[config.mk]
export PLATFORM = sky130hd
export DESIGN_NAME = de2_115_pio_ext
export DESIGN_NICKNAME = d
export VERILOG_FILES = /design/src/rtl/de2_115_pio_pkg.sv /design/src/rtl/de2_115_pio_edge.sv /design/src/rtl/de2_115_pio_ext.sv
export SDC_FILE = /design/constraint.sdc
export NUM_CORES = 1
export LEC_CHECK = 0
export ABC_CLOCK_PERIOD_IN_PS = 5350
export CORE_AREA = 2 2 107 109
export CTS_BUF_LIST = sky130_fd_sc_hd__clkbuf_4 sky130_fd_sc_hd__clkbuf_8 sky130_fd_sc_hd__clkbuf_16
export DETAILED_ROUTE_END_ITERATION = 8
export DIE_AREA = 0 0 109 111
export PLACE_DENSITY_LB_ADDON = 0.25
export SLEW_MARGIN = 20
export SYNTH_ARGS = -nofsm -noshare
export SYNTH_HDL_FRONTEND = slang
export SYNTH_SLANG_ARGS = --single-unit
[constraint.sdc]
create_clock -name clk -period 5.35 [get_ports clk]
set_clock_uncertainty 0.15 [all_clocks]
set_input_delay 1.07 -clock clk [delete_from_list [all_inputs] [get_ports clk]]
set_output_delay 1.07 -clock clk [all_outputs]
set_load 0.02 [all_outputs]
[src/rtl/de2_115_pio_pkg.sv]
// Shared constants for the extended PIO: register word addresses and blink
// prescaler width.
package de2_115_pio_pkg;

  localparam int BLINK_W = 24;

  localparam logic [2:0] ADDR_DATA         = 3'd0;
  localparam logic [2:0] ADDR_INPUT        = 3'd1;
  localparam logic [2:0] ADDR_IRQ_MASK     = 3'd2;
  localparam logic [2:0] ADDR_EDGE_CAP     = 3'd3;
  localparam logic [2:0] ADDR_OUTSET       = 3'd4;
  localparam logic [2:0] ADDR_OUTCLR       = 3'd5;
  localparam logic [2:0] ADDR_BLINK_EN     = 3'd6;
  localparam logic [2:0] ADDR_BLINK_PERIOD = 3'd7;

  function automatic logic [BLINK_W-1:0] period_field(input logic [31:0] wd);
    return wd[BLINK_W-1:0];
  endfunction

endpackage

[src/rtl/de2_115_pio_edge.sv]
// Two-flop input synchroniser with a rising-edge pulse per bit; pulses are
// suppressed for the first cycle after reset.
module de2_115_pio_edge
  import de2_115_pio_pkg::*;
#(
  parameter int WIDTH = 9
) (
  input  logic             clk,
  input  logic             reset_n,
  input  logic [WIDTH-1:0] in_port,
  output logic [WIDTH-1:0] sync,
  output logic [WIDTH-1:0] rise
);

  logic [WIDTH-1:0] meta_r;
  logic [WIDTH-1:0] prev_r;
  logic             armed_r;

  // synchroniser chain, previous-sample stage and post-reset arming flag
  always_ff @(posedge clk) begin
    if (!reset_n) begin
      meta_r  <= '0;
      sync    <= '0;
      prev_r  <= '0;
      armed_r <= 1'b0;
    end else begin
      meta_r  <= in_port;
      sync    <= meta_r;
      prev_r  <= sync;
      armed_r <= 1'b1;
    end
  end

  always_comb begin
    rise = sync & ~prev_r & {WIDTH{armed_r}};
  end

endmodule

[src/rtl/de2_115_pio_ext.sv]
// Memory-mapped parallel I/O with set/clear shortcuts, rising-edge capture
// interrupt and a per-bit blink overlay driven by a programmable prescaler.
module de2_115_pio_ext
  import de2_115_pio_pkg::*;
#(
  parameter int                 WIDTH         = 9,
  parameter logic [WIDTH-1:0]   RESET_VALUE   = '0,
  parameter logic [BLINK_W-1:0] BLINK_DEFAULT = 24'd12499999
) (
  input  logic             clk,
  input  logic             reset_n,
  input  logic [2:0]       address,
  input  logic             chipselect,
  input  logic             write_n,
  input  logic             read_n,
  input  logic [31:0]      writedata,
  output logic [31:0]      readdata,
  input  logic [WIDTH-1:0] in_port,
  output logic [WIDTH-1:0] out_port,
  output logic             irq
);

  logic               wr_s;
  logic               rd_s;
  logic [WIDTH-1:0]   wd_s;
  logic [WIDTH-1:0]   sync_s;
  logic [WIDTH-1:0]   rise_s;
  logic [WIDTH-1:0]   data_nxt_s;
  logic [WIDTH-1:0]   clr_s;
  logic [31:0]        rd_val_s;
  logic               unused_wd_s;

  logic [WIDTH-1:0]   data_r;
  logic [WIDTH-1:0]   irq_mask_r;
  logic [WIDTH-1:0]   edge_cap_r;
  logic [WIDTH-1:0]   blink_en_r;
  logic [BLINK_W-1:0] blink_period_r;
  logic [BLINK_W-1:0] counter_r;
  logic               blink_phase_r;

  assign wr_s        = chipselect & ~write_n;
  assign rd_s        = chipselect & ~read_n;
  assign wd_s        = writedata[WIDTH-1:0];
  assign unused_wd_s = ^writedata;

  de2_115_pio_edge #(.WIDTH(WIDTH)) u_edge (
    .clk     (clk),
    .reset_n (reset_n),
    .in_port (in_port),
    .sync    (sync_s),
    .rise    (rise_s)
  );

  // next data register value and edge-capture clear mask for this access
  always_comb begin
    data_nxt_s = data_r;
    clr_s      = '0;
    if (wr_s) begin
      case (address)
        ADDR_DATA:     data_nxt_s = wd_s;
        ADDR_OUTSET:   data_nxt_s = data_r | wd_s;
        ADDR_OUTCLR:   data_nxt_s = data_r & ~wd_s;
        ADDR_EDGE_CAP: clr_s      = wd_s;
        default:       data_nxt_s = data_r;
      endcase
    end else begin
      data_nxt_s = data_r;
    end
  end

  // read mux sees pre-write state, so a colliding write returns the old value
  always_comb begin
    rd_val_s = 32'd0;
    case (address)
      ADDR_DATA:         rd_val_s[WIDTH-1:0]   = data_r;
      ADDR_INPUT:        rd_val_s[WIDTH-1:0]   = sync_s;
      ADDR_IRQ_MASK:     rd_val_s[WIDTH-1:0]   = irq_mask_r;
      ADDR_EDGE_CAP:     rd_val_s[WIDTH-1:0]   = edge_cap_r;
      ADDR_BLINK_EN:     rd_val_s[WIDTH-1:0]   = blink_en_r;
      ADDR_BLINK_PERIOD: rd_val_s[BLINK_W-1:0] = blink_period_r;
      default:           rd_val_s              = 32'd0;
    endcase
  end

  // bus-visible registers; a new edge wins over a same-cycle clear
  always_ff @(posedge clk) begin
    if (!reset_n) begin
      data_r     <= RESET_VALUE;
      irq_mask_r <= '0;
      edge_cap_r <= '0;
      blink_en_r <= '0;
      readdata   <= 32'd0;
    end else begin
      data_r     <= data_nxt_s;
      edge_cap_r <= (edge_cap_r & ~clr_s) | rise_s;
      if (wr_s && address == ADDR_IRQ_MASK) irq_mask_r <= wd_s;
      if (wr_s && address == ADDR_BLINK_EN) blink_en_r <= wd_s;
      if (rd_s) readdata <= rd_val_s;
    end
  end

  // blink prescaler: reload and toggle at zero, restart on a period write
  always_ff @(posedge clk) begin
    if (!reset_n) begin
      blink_period_r <= BLINK_DEFAULT;
      counter_r      <= BLINK_DEFAULT;
      blink_phase_r  <= 1'b0;
    end else if (wr_s && address == ADDR_BLINK_PERIOD) begin
      blink_period_r <= period_field(writedata);
      counter_r      <= period_field(writedata);
      blink_phase_r  <= 1'b0;
    end else if (counter_r == {BLINK_W{1'b0}}) begin
      counter_r      <= blink_period_r;
      blink_phase_r  <= ~blink_phase_r;
    end else begin
      counter_r      <= counter_r - 24'd1;
    end
  end

  // registered pin outputs
  always_ff @(posedge clk) begin
    if (!reset_n) begin
      out_port <= RESET_VALUE;
      irq      <= 1'b0;
    end else begin
      out_port <= data_r ^ (blink_en_r & {WIDTH{blink_phase_r}});
      irq      <= |(edge_cap_r & irq_mask_r);
    end
  end

endmodule

# Word level (Yosys, flattened, before mapping)
# Cells that the tools add are included.
# word_totals
ff_bits	147
latch_bits	0
mem_bits_rw	0
mem_bits_ro	0
inputBits	49
output_inout_bits	42
wordCells	57
mem_count	0
# classes
n_addsub	1
mul	0
div	0
order_cmp	0
eq_ne	7
shifts	0
muxes	8
bitwise	18
reduce_logical	9
# ops
operator	n
AND 9 bit	6
case mux 9 bit (6 select lines)	1
2-to-1 mux 24 bit	2
NOT 9 bit	3
case mux 9 bit (3 select lines)	1
zero test 24 bit	1
subtractor 24 x 1 -> 24 bit (second input constant)	1
2-to-1 mux 9 bit	2
OR 9 bit	2
2-to-1 mux 15 bit	1
equality test 3 bit (second input constant)	4
OR reduction 9 bit	1
bitwise XOR 9 bit	1
equality test 3 x 2 -> 1 bit (second input constant)	2
NOT 1 bit	4
equality test 3 x 1 -> 1 bit (second input constant)	1
logical AND 1 bit	3
zero test 3 bit	1
nonzero test 3 bit	1
AND 1 bit	2
AND reduction 2 bit	1
OR reduction 2 bit	1
2-to-1 mux 1 bit	1

# Longest topological paths before layout
# logic_depth
ltp_word	6
ltp_mapped	9

# By module
# A second synthesis with hierarchy kept.
# hier_totals
cells_unflattened	682
hier_area_um2	6202.2
# modules_own_cells
module	instances	cells_per_inst	area_per_inst_um2	seq_area_each_um2
de2_115_pio_ext	1	616	5356.4	2382.3
de2_115_pio_edge	1	66	845.8	560.5

# Worst setup path before layout
# No wires, ideal clock.
# synth_path
path_kind	in2reg
startpoint	input address[2]
endpoint	register blink_en_r[0]
setup_ps	128
arrival_time_ps	2402
required_ps	5072
slack_ps	2671
stages	7
n_path_buf	3
path_cell_list	clkbuf_1 -> clkbuf_1 -> nand2_1 -> nor3_1 -> buf_2 -> mux2i_1 -> nor2_1
# synth_via
elab_chain_len	2
# synth_rtl
element	line	source
from (decl)	de2_115_pio_ext.sv:12	input logic [2:0] address,
equality test 3 bit	de2_115_pio_ext.sv:97	if (wr_s && address == ADDR_BLINK_EN) blink_en_r <= wd_s;
logical AND 1 bit	de2_115_pio_ext.sv:97	
to (signal assigned)	de2_115_pio_ext.sv:97	
to (decl)	de2_115_pio_ext.sv:36	logic [WIDTH-1:0] blink_en_r;
# No other way between the ends.
# A chain may end at the register's enable or synchronous reset.

# Worst setup path after layout
# layout_path
startpoint	input address[1]
endpoint	register blink_en_r[2]
# The elaborated chain is that of the path after synthesis.

==> impl_metrics.tcl <==
set metrics [dict create \
    grt_pass1_vias 5082 \
    root_buffer "clkbuf_16" \
    ioPinCount 91 \
    end_kind "flop" \
    grt_max_degree 65 \
    hp-class "flop to flop" \
    cp_slowest_stage_delay_ns 1.01 \
    numCtsBuffers 17 \
    cts_hold_buf 0 \
    syn_inst 716 \
    fin_crit_ns 3.503 \
    route.detailed.drc 0 \
    synth-seq-cells 147 \
    worst-setup-path-type "input pin to flop" \
    synth_area_leaders "dfxtp_1, nand2_1, nor2_1" \
    routed_wl_um 15230 \
    rsz0062_at_grt "false" \
    synth.yosys.seq_area_share_pct 47.36 \
    wl_per_cell_um 16.41 \
    max-clock-path-buffers 2 \
    vias_per_cell 5.724 \
    portBuffers 74 \
    period_share_pct 65.48 \
    grt_antenna_before_repair 0 \
    cts_tree "done" \
    hold_depth 1 \
    cp.depth 6 \
    cts_sinks 147 \
    path_clk_slew_ns 0.06 \
    drive_gt1_share_pct 8.025 \
    start_util_pct 56.09 \
    grt_usage_pct 26.76 \
    layout.nets 823 \
    synth.distinct_cells 59 \
    die-area_mm2 0.01210 \
    power_leakage_uw 0.002870 \
    first_iter_violations 376 \
    fp.dieW_um 109 \
    coreArea_mm2 0.01108 \
    finalHoldViolations 0 \
    syn-cell-area_mm2 0.006213 \
    cp.arrival_ns 3.63 \
    hold_path_end "u_edge.sync[6]" \
    maxSlewHeadroom_pct 32.18 \
    reg2regPathDepth 5 \
    grt-ovfl-total 0 \
    synth_ff_type "dfxtp_1" \
    fin_setup_tns_ns 0 \
    status "completed" \
    clk_latency_ns 0.42 \
    powerDensity_mw_per_mm2 320.3 \
    worstHoldStart "u_edge.meta_r[6]" \
    cts_resized 0 \
    ys_async_sr_fraction_pct 0 \
    grt_pass1_wl_um 25300 \
    worstSetupStartpointType "input pin" \
    timing.rr.start "counter_r[18]" \
    crit_chain "clkdlybuf4s50_1 > nand2_1 > nor3_1 > buf_4 > mux2i_1 > nor2_1" \
    fin_cells 928 \
    dpl.cell_count 896 \
    peakVddDrop_v 0.0003146 \
    chipHeight_um 111 \
    path_max_fanout 23 \
    tightest_slew_ns 1.010 \
    synth_top_area_cell "dfxtp_1" \
    nFillCells 895 \
    synth.avg_cell_area_um2 8.678 \
    rr_endpoint "counter_r[8]" \
    num_vias 5312 \
    crit_buf_inv 2 \
    slowest_stage "clkdlybuf4s50_1" \
    yosysMostFrequentCell "dfxtp_1" \
    htree_levels 4 \
    synth_common_cells "dfxtp_1, nand2_1, nor2_1" \
    rows 39 \
    fmax_mhz 285.4 \
    cts_setup_buffers 0 \
    diodes 0 \
    ys_warn_count 0 \
    drv_cap 0 \
    syn2layout_area_growth_pct 21.20 \
    synth_top_area_share_pct 47.36 \
    path_delay_family "buffers and inverters" \
    firstDrtPassIters 6 \
    setup_violations 0 \
    postRouteAntennaNets 0 \
    synth_edf_count 0 \
    gp_congestion 0.8960 \
    drv_slew 0 \
    worstPathRequired_ns 5.48 \
    dp.final_hpwl_um 10270 \
    r2r_slack_ns 2.50 \
]
==> worst reg2reg max path, cell delays in order (launching register included) <==
cell	delay (ns)
dfxtp_1	0.33
or4_1	0.58
nand4b_1	0.59
nor2_2	0.72
nor2_1	0.11
o31ai_1	0.27
==> cell usage in the layout, fill, tap and decap left out, types with 17 or more instances in the layout <==
cell and instances:
clkdlybuf4s50_1 74, o21ai_1 25, a22o_1 17, o21ai_0 25, mux2i_1 25, clkbuf_16 17, nand2_1 104, a21oi_1 52
nor2_1 72, dfxtp_1 147, and2_1 31
==> report_power, final <==
| group | switching, µW | internal, µW | leakage, µW |
|---|---|---|---|
| clock network | 493 | 603 | 0.000262 |
| logic | 95.3 | 75.0 | 0.00141 |
| registers | 22.4 | 1120 | 0.00120 |
==> cells by family (layout without fill, tap and decap cells) <==
| family | after synthesis | count (layout) | share of synthesized area [%] |
|---|---|---|---|
| flip-flops | 147 | 147 | 47.36 |
| buffers and inverters | 62 | 124 | 4.510 |
| XOR/XNOR | 22 | 22 | 3.101 |
| adder cells (fa/ha/maj) | 2 | 2 | 0.4027 |
| AND/OR/NAND/NOR | 281 | 281 | 21.41 |
| AO/OA/AOI/OAI | 163 | 163 | 16.59 |
| other | 1 | 8 | 0.06035 |
| multiplexers | 38 | 38 | 6.565 |
==> metrics by stage <==
stage                     utilization [%]  instance area [µm²]  power (µW)  hold WS [ns]  setup slack (ns)
after floorplan                         -                 6240        1266        0.2619             2.671
after global placement              63.04                 6983        1332        0.2643             1.582
after detailed placement            63.04                 6983        1338        0.2687             1.529
after CTS                           67.97                 7528        2429        0.2800             1.957
after global routing                67.99                 7531        2501        0.2939             1.770
final                               67.99                 7531        2412        0.2799             1.847
==> routing by layer <==
layer	GRT usage (%)	wire [µm]	vias up
met2	41.33	7156	211
met4	10.09	273	0
met3	6.937	1050	23
met1	35.80	6746	2491
li1	-	-	2587
met5	0	0	-
==> registers in the layout (all words and copies together) (netlist names), 9 cells and up <==
signal	flops
data_r	9
u_edge.meta_r	9
counter_r	24
readdata	24
u_edge.prev_r	9
out_port	9
irq_mask_r	9
edge_cap_r	9
blink_period_r	24
blink_en_r	9
u_edge.sync	9
==> layout make-up <==
class | count | area, µm² | area share, %
multi-input cells | 514 | 3025 | 40.17
flip-flops and latches | 147 | 2943 | 39.08
repair buffers | 82 | 800.8 | 10.63
clock buffers | 17 | 425.4 | 5.649
well taps | 143 | 178.9 | 2.376
clock inverters | 15 | 120.1 | 1.595
inverters | 10 | 37.54 | 0.4984
==> worst max-delay path by stage <==
| stage | startpoint | end |
|---|---|---|
| floorplan | address[2] | blink_en_r[0] |
| global placement | address[1] | counter_r[16] |
| detailed placement | address[1] | counter_r[16] |
| CTS | address[1] | counter_r[16] |
| global route | address[1] | blink_en_r[7] |
| finish | address[1] | blink_en_r[2] |
Power figures use the tool's default switching activity.
